### src/rtl/ripple_carry_adder_4b_if.sv
// Operand/result bundle for the registered ripple-carry adder.
// The master drives A/B/C0/in_valid and receives the registered result.
// The slave is the adder itself.
interface ripple_carry_adder_4b_if #(
    parameter int WIDTH = 4
);
    logic [WIDTH-1:0] A;
    logic [WIDTH-1:0] B;
    logic             C0;
    logic             in_valid;
    logic [WIDTH-1:0] Sum;
    logic             Carry;
    logic             Overflow;
    logic             out_valid;

    modport master (
        output A, B, C0, in_valid,
        input  Sum, Carry, Overflow, out_valid
    );

    modport slave (
        input  A, B, C0, in_valid,
        output Sum, Carry, Overflow, out_valid
    );
endinterface

### src/rtl/ripple_carry_adder_4b.sv
// Registered ripple-carry adder: {Carry,Sum} = A + B + C0, one cycle latency.
// The sum is formed by an explicit chain of 1-bit full adders, carry rippling
// from bit 0 upward. Overflow flags signed overflow of the two's-complement add.
module ripple_carry_adder_4b #(
    parameter int WIDTH = 4
) (
    input  logic                   clk,
    input  logic                   rst_n,
    ripple_carry_adder_4b_if.slave bus
);
    logic [WIDTH:0]   c;
    logic [WIDTH-1:0] s;
    logic             ovf;

    // Full-adder chain; kept in one block so the carry vector is a single
    // ordered evaluation rather than a web of per-bit assigns.
    always_comb begin
        c    = '0;
        s    = '0;
        c[0] = bus.C0;
        for (int i = 0; i < WIDTH; i++) begin
            s[i]   = bus.A[i] ^ bus.B[i] ^ c[i];
            c[i+1] = (bus.A[i] & bus.B[i]) | (bus.A[i] & c[i]) | (bus.B[i] & c[i]);
        end
        ovf = c[WIDTH] ^ c[WIDTH-1];
    end

    // Result register: capture on in_valid, otherwise hold the result and drop the strobe.
    always_ff @(posedge clk or negedge rst_n) begin
        if (!rst_n) begin
            bus.Sum       <= '0;
            bus.Carry     <= 1'b0;
            bus.Overflow  <= 1'b0;
            bus.out_valid <= 1'b0;
        end else if (bus.in_valid) begin
            bus.Sum       <= s;
            bus.Carry     <= c[WIDTH];
            bus.Overflow  <= ovf;
            bus.out_valid <= 1'b1;
        end else begin
            bus.out_valid <= 1'b0;
        end
    end
endmodule

### src/flat_wrapper.sv
// flat-port wrapper written by rule: the top's interface ports become plain ports
module ripple_carry_adder_4b_flat 
#(
    parameter int WIDTH = 4
)
  (clk, rst_n, bus_A, bus_B, bus_C0, bus_in_valid, bus_Sum, bus_Carry, bus_Overflow, bus_out_valid);
  ripple_carry_adder_4b_if #(.WIDTH(WIDTH)) bus_i ();
  input  logic clk;
  input  logic rst_n;
  input wire logic [$bits(bus_i.A)-1:0] bus_A;
  input wire logic [$bits(bus_i.B)-1:0] bus_B;
  input wire logic [$bits(bus_i.C0)-1:0] bus_C0;
  input wire logic [$bits(bus_i.in_valid)-1:0] bus_in_valid;
  output wire logic [$bits(bus_i.Sum)-1:0] bus_Sum;
  output wire logic [$bits(bus_i.Carry)-1:0] bus_Carry;
  output wire logic [$bits(bus_i.Overflow)-1:0] bus_Overflow;
  output wire logic [$bits(bus_i.out_valid)-1:0] bus_out_valid;
  assign bus_i.A = bus_A;
  assign bus_i.B = bus_B;
  assign bus_i.C0 = bus_C0;
  assign bus_i.in_valid = bus_in_valid;
  assign bus_Sum = bus_i.Sum;
  assign bus_Carry = bus_i.Carry;
  assign bus_Overflow = bus_i.Overflow;
  assign bus_out_valid = bus_i.out_valid;
  ripple_carry_adder_4b #(.WIDTH(WIDTH)) u_core (.clk(clk), .rst_n(rst_n), .bus(bus_i));
endmodule
### config.mk
export PLATFORM = sky130hd
export DESIGN_NAME = ripple_carry_adder_4b_flat
export DESIGN_NICKNAME = d
export VERILOG_FILES = /design/src/rtl/ripple_carry_adder_4b_if.sv /design/src/rtl/ripple_carry_adder_4b.sv /design/src/flat_wrapper.sv
export SDC_FILE = /design/constraint.sdc
export NUM_CORES = 1
export LEC_CHECK = 0
export CORE_AREA = 2 2 39 41
export CTS_CLUSTER_SIZE = 24
export DETAILED_ROUTE_END_ITERATION = 6
export DIE_AREA = 0 0 41 43
export PLACE_DENSITY_LB_ADDON = 0.12
export REMOVE_ABC_BUFFERS = 1
export SLEW_MARGIN = 10
export SYNTH_ARGS = -nofsm -noshare
export SYNTH_HDL_FRONTEND = slang
export SYNTH_SLANG_ARGS = --single-unit
### constraint.sdc
create_clock -name clk -period 1.2 [get_ports clk]
set_input_delay 0.12 -clock clk [delete_from_list [all_inputs] [get_ports clk]]
set_output_delay 0.12 -clock clk [all_outputs]
set_load 0.02 [all_outputs]
Word level (Yosys, flattened, before mapping) --
Index checks and enable logic that the tools add are counted.
Cells by class: multiplexer cells 1, bitwise operators 29
Operators with widths (count):
- 1-bit AND | 12
- 1-bit bitwise XOR | 9
- 1-bit bitwise OR | 8
- 1-bit 2-to-1 mux | 1
Storage, ports and cells: register bits after elaboration 7, input port bits 12, output and inout port bits 7, word-level logic and storage cells 34

Logic depth before layout (Yosys ltp) --
depth after elaboration 13, depth in mapped cells 9, depth with buffers taken out 9

Worst setup path after synthesis --
OpenSTA, ideal clock, no wires.
kind in2reg, from input bus_C0, to register u_core.bus.Overflow, library setup time 125 ps, arrival 1791 ps, data required time 1075 ps, setup slack -716 ps, cell stages on the path 9, path buffers 0, cells stage by stage inv_1 > fa_1 > inv_1 > fa_1 > fa_1 > inv_1 > fa_1 > xnor2_1 > mux2_4
Between the ends: cells in the longest elaborated chain, start to end 13, elaborated cells between the ends (all ways) 17, classes of those cells bitwise (17)
RTL lines:
- start, declared | RTL line flat_wrapper.sv:12 | input wire logic [$bits(bus_i.C0)-1:0] bus_C0;
- 1-bit AND | RTL line ripple_carry_adder_4b.sv:23 | c[i+1] = (bus.A[i] & bus.B[i]) | (bus.A[i] & c[i]) | (bus.B[i] & c[i]);
- 1-bit bitwise OR | RTL line ripple_carry_adder_4b.sv:23
- 1-bit bitwise OR * | RTL line ripple_carry_adder_4b.sv:23
- 1-bit AND | RTL line ripple_carry_adder_4b.sv:23
- 1-bit bitwise OR | RTL line ripple_carry_adder_4b.sv:23
- 1-bit bitwise OR * | RTL line ripple_carry_adder_4b.sv:23
- 1-bit AND | RTL line ripple_carry_adder_4b.sv:23
- 1-bit bitwise OR | RTL line ripple_carry_adder_4b.sv:23
- 1-bit bitwise OR * | RTL line ripple_carry_adder_4b.sv:23
- 1-bit AND | RTL line ripple_carry_adder_4b.sv:23
- 1-bit bitwise OR (2 in series) | RTL line ripple_carry_adder_4b.sv:23
- 1-bit bitwise XOR * | RTL line ripple_carry_adder_4b.sv:25 | ovf = c[WIDTH] ^ c[WIDTH-1];
- end signal, assigned | RTL line ripple_carry_adder_4b.sv:38 | bus.Overflow <= ovf;
- end, declared | RTL line ripple_carry_adder_4b_if.sv:23 | output Sum, Carry, Overflow, out_valid
Mark *: on every way between the ends. The rest lies on a longest branch, timed or not. A chain may end at the register's enable or synchronous reset.

Worst setup path in the final report --
from input bus_A[0], to register u_core.bus.Overflow
Between the ends: cells in the longest elaborated chain, start to end 13, elaborated cells between the ends (all ways) 17, classes of those cells bitwise (17)
RTL lines:
- start, declared | RTL line flat_wrapper.sv:10 | input wire logic [$bits(bus_i.A)-1:0] bus_A;
- 1-bit AND | RTL line ripple_carry_adder_4b.sv:23
- 1-bit bitwise OR * (2 in series) | RTL line ripple_carry_adder_4b.sv:23
- 1-bit AND | RTL line ripple_carry_adder_4b.sv:23
- 1-bit bitwise OR | RTL line ripple_carry_adder_4b.sv:23
- 1-bit bitwise OR * | RTL line ripple_carry_adder_4b.sv:23
- 1-bit AND | RTL line ripple_carry_adder_4b.sv:23
- 1-bit bitwise OR | RTL line ripple_carry_adder_4b.sv:23
- 1-bit bitwise OR * | RTL line ripple_carry_adder_4b.sv:23
- 1-bit AND | RTL line ripple_carry_adder_4b.sv:23
- 1-bit bitwise OR (2 in series) | RTL line ripple_carry_adder_4b.sv:23
- 1-bit bitwise XOR * | RTL line ripple_carry_adder_4b.sv:25
Marked as above.

==> results.sh <==
export IMPL_status="complete, but fails checks"
export IMPL_violations="setup timing"
export IMPL_worstSetupEndpointType="flip-flop"
export IMPL_synth_main_ff_cell="dfrtp_1"
export IMPL_worstSetupPathType="in2reg"
export IMPL_dieArea_um2=1760
export IMPL_leakage_nw=0.314
export IMPL_max_freq_mhz=599
export IMPL_antennaDiodeCount=0
export IMPL_synthCells=29
export IMPL_seqPwrFrac=0.383
export IMPL_pwr_share_clk=0.267
export IMPL_wl_per_cell_um=9.03
export IMPL_power_switching_mw=0.238
export IMPL_grt_max_degree=8
export IMPL_crit_start="bus_A[0]"
export IMPL_grt_usage=0.0877
export IMPL_fin_worst_skew_ps=0
export IMPL_drt_iter0_markers=1
export IMPL_routed_wirelength_um=623
export IMPL_hpwl_um=547
export IMPL_cpMostUsedCell="fa_2"
export IMPL_gp_congestion=0.601
export IMPL_yosysWarnings=0
export IMPL_maxCapViolations=0
export IMPL_synth_most_common_cell="inv_1"
export IMPL_hold_buffers=0
export IMPL_vias=269
export IMPL_worst_slack_ps=-469
export IMPL_synth_edf_count=0
export IMPL_cts_buffer_depth=2
export IMPL_die_height_um=43
export IMPL_crit_fanout=2
export IMPL_final_area_um2=616
export IMPL_cp_slowest_cell="fa_2"
export IMPL_grt_pass1_wl_um=1010
export IMPL_r2r_end="u_core.bus.Sum[2]"
export IMPL_fin_nets=70
export IMPL_hold_viol=0
export IMPL_ir_drop_uv=297
export IMPL_place_ws_ps=-1270
export IMPL_top_level_ports=19
export IMPL_synth_avg_cell_area_um2=13.4
export IMPL_internal_power_mw=0.556
export IMPL_drt_pass1_iter_count=2
export IMPL_syn2layout_area_growth_pct=58.7
export IMPL_whs_ps=119
export IMPL_reg2reg_depth=1
export IMPL_clock_sinks=7
export IMPL_fin_crit_sh=1.39
export IMPL_root_buffer="clkbuf_4"
export IMPL_setup_viol_count_final=4
export IMPL_comb_power_share=0.350
export IMPL_critPathLaunchType="input pin"
export IMPL_finalCriticalPeriod_ps=1670
export IMPL_row_count=14
export IMPL_synth_area_top_cells="dfrtp_1, fa_1, mux2_4"
export IMPL_antenna_found_initial=0
export IMPL_max_stage_delay_ps=370
export IMPL_cts_tree="done"
export IMPL_slew_viol_final=0
export IMPL_rsz0062_at_grt="yes"
export IMPL_drc=0
export IMPL_synth_common_cells="inv_1, dfrtp_1, fa_1"
export IMPL_drive_gt1_frac=0.396
export IMPL_yosysTopAreaCellShare=0.452
export IMPL_synth_distinct_cells=7
export IMPL_io_buffers=18
export IMPL_grt_pass1_vias=277
export IMPL_core_area_um2=1380
export IMPL_start_util=0.280
export IMPL_worst_skew_pair_late_latency_ps=250
export IMPL_vias_per_cell=3.90
export IMPL_required_ps=1340
export IMPL_ys_seq_area_frac=0.452
export IMPL_yosys_area_top_type="dfrtp_1"
export IMPL_p_sw_frac=0.300
export IMPL_r2r_start="u_core.bus.Sum[2]"
export IMPL_gr_total_overflow=0
export IMPL_antenna_left=0
export IMPL_p_total_mw=0.794
export IMPL_fp_dieW_um=41
export IMPL_path_cells="buf_6, inv_2, fa_2, inv_2, fa_2, fa_2, inv_2, fa_2, xnor2_1, mux2_4"
export IMPL_ctsHtreeMaxLevel=1
export IMPL_reg2reg_slack_ps=440
export IMPL_arrival_ps=1810
export IMPL_tightest_slew_ps=302
export IMPL_hold_path_class="in2async"
export IMPL_synthArstFlopShare=1.00
export IMPL_path_clk_slew_ps=50
export IMPL_placed_area_um2=592
export IMPL_max_slew_margin=0.798
export IMPL_synth_area_um2=388
export IMPL_synth_seq_cells=7
export IMPL_p_per_area_nw_per_um2=1290
export IMPL_numCtsBuffers=3
-- layout by cell type, fill, tap and decap left out, drive strengths merged --
| cell type | n |
|---|---|
| mux2i | 3 |
| buf | 6 |
| xnor2 | 1 |
| dfrtp | 7 |
| dlygate4sd2 | 9 |
| clkdlybuf4s50 | 6 |
| mux2 | 3 |
| inv | 10 |
| fa | 4 |
| clkbuf | 4 |
-- critical path: cells and delay by family --
family	cells	cell delay, ps
buffers and inverters	4	200
XOR/XNOR	1	130
multiplexers	1	250
adder cells (fa/ha/maj)	4	1110
-- flip-flops by register name, summed over array words and instances (netlist names) --
| register | flops |
|---|---|
| u_core.bus.Sum | 4 |
| u_core.bus.out_valid | 1 |
| u_core.bus.Carry | 1 |
| u_core.bus.Overflow | 1 |
-- power groups by stage --
stage | Sequential (mW) | Combinational (mW) | Clock, mW
3_3_place_gp | 0.308 | 0.304 | 0
3_5_place_dp | 0.312 | 0.307 | 0
4_1_cts | 0.305 | 0.279 | 0.224
6_report | 0.304 | 0.278 | 0.212
5_1_grt | 0.311 | 0.309 | 0.230
2_1_floorplan | 0.366 | 0.0896 | 0
-- metrics by stage --
stage,util,instances,setup TNS (ps)
6_report,0.445,69,-1270
5_1_grt,0.445,69,-1510
4_1_cts,0.439,68,-1470
3_5_place_dp,0.428,64,-5180
3_3_place_gp,0.428,64,-4940
2_1_floorplan,-,28,-2300
-- routing by layer --
metal / wire length [µm] / track usage / up-vias
li1: - / - / 129
met1: 256 / 0.101 / 123
met2: 298 / 0.128 / 15
met3: 47 / 0 / 2
met4: 21 / 0.100 / 0
met5: 0 / 0 / -
-- cells by family (layout without fill, tap and decap cells) --
family,after synthesis,count (layout),synth area share
xor gates and xnor gates,1,1,0.0226
adders and majority gates,4,4,0.206
buffers and inverters,11,35,0.126
DFF,7,7,0.452
muxes,6,6,0.194
-- worst max-delay path by stage --
stage | to | slack (ps) | cells after the start
2_1_floorplan | u_core.bus.Overflow | -720 | 9
5_1_grt | u_core.bus.Overflow | -530 | 10
3_5_place_dp | u_core.bus.Overflow | -1270 | 10
4_1_cts | u_core.bus.Overflow | -520 | 10
6_report | u_core.bus.Overflow | -470 | 10
3_3_place_gp | u_core.bus.Overflow | -1240 | 10
-- repair_timing --
action | CTS | global route
pin swaps | 5 | 4
endpoints found under the setup margin | 12 | 5
gates resized for setup | 28 | 0
buffers inserted | 0 | 1
-- layout make-up --
cell class / count / area, µm²
clock buffer: 4 / 26.3
fill: 143 / 768
inverter: 10 / 37.5
multi-input combinational: 11 / 174
sequential: 7 / 175
tap: 16 / 20.0
timing repair buffer: 21 / 183
(Power assumes the default switching activity.)
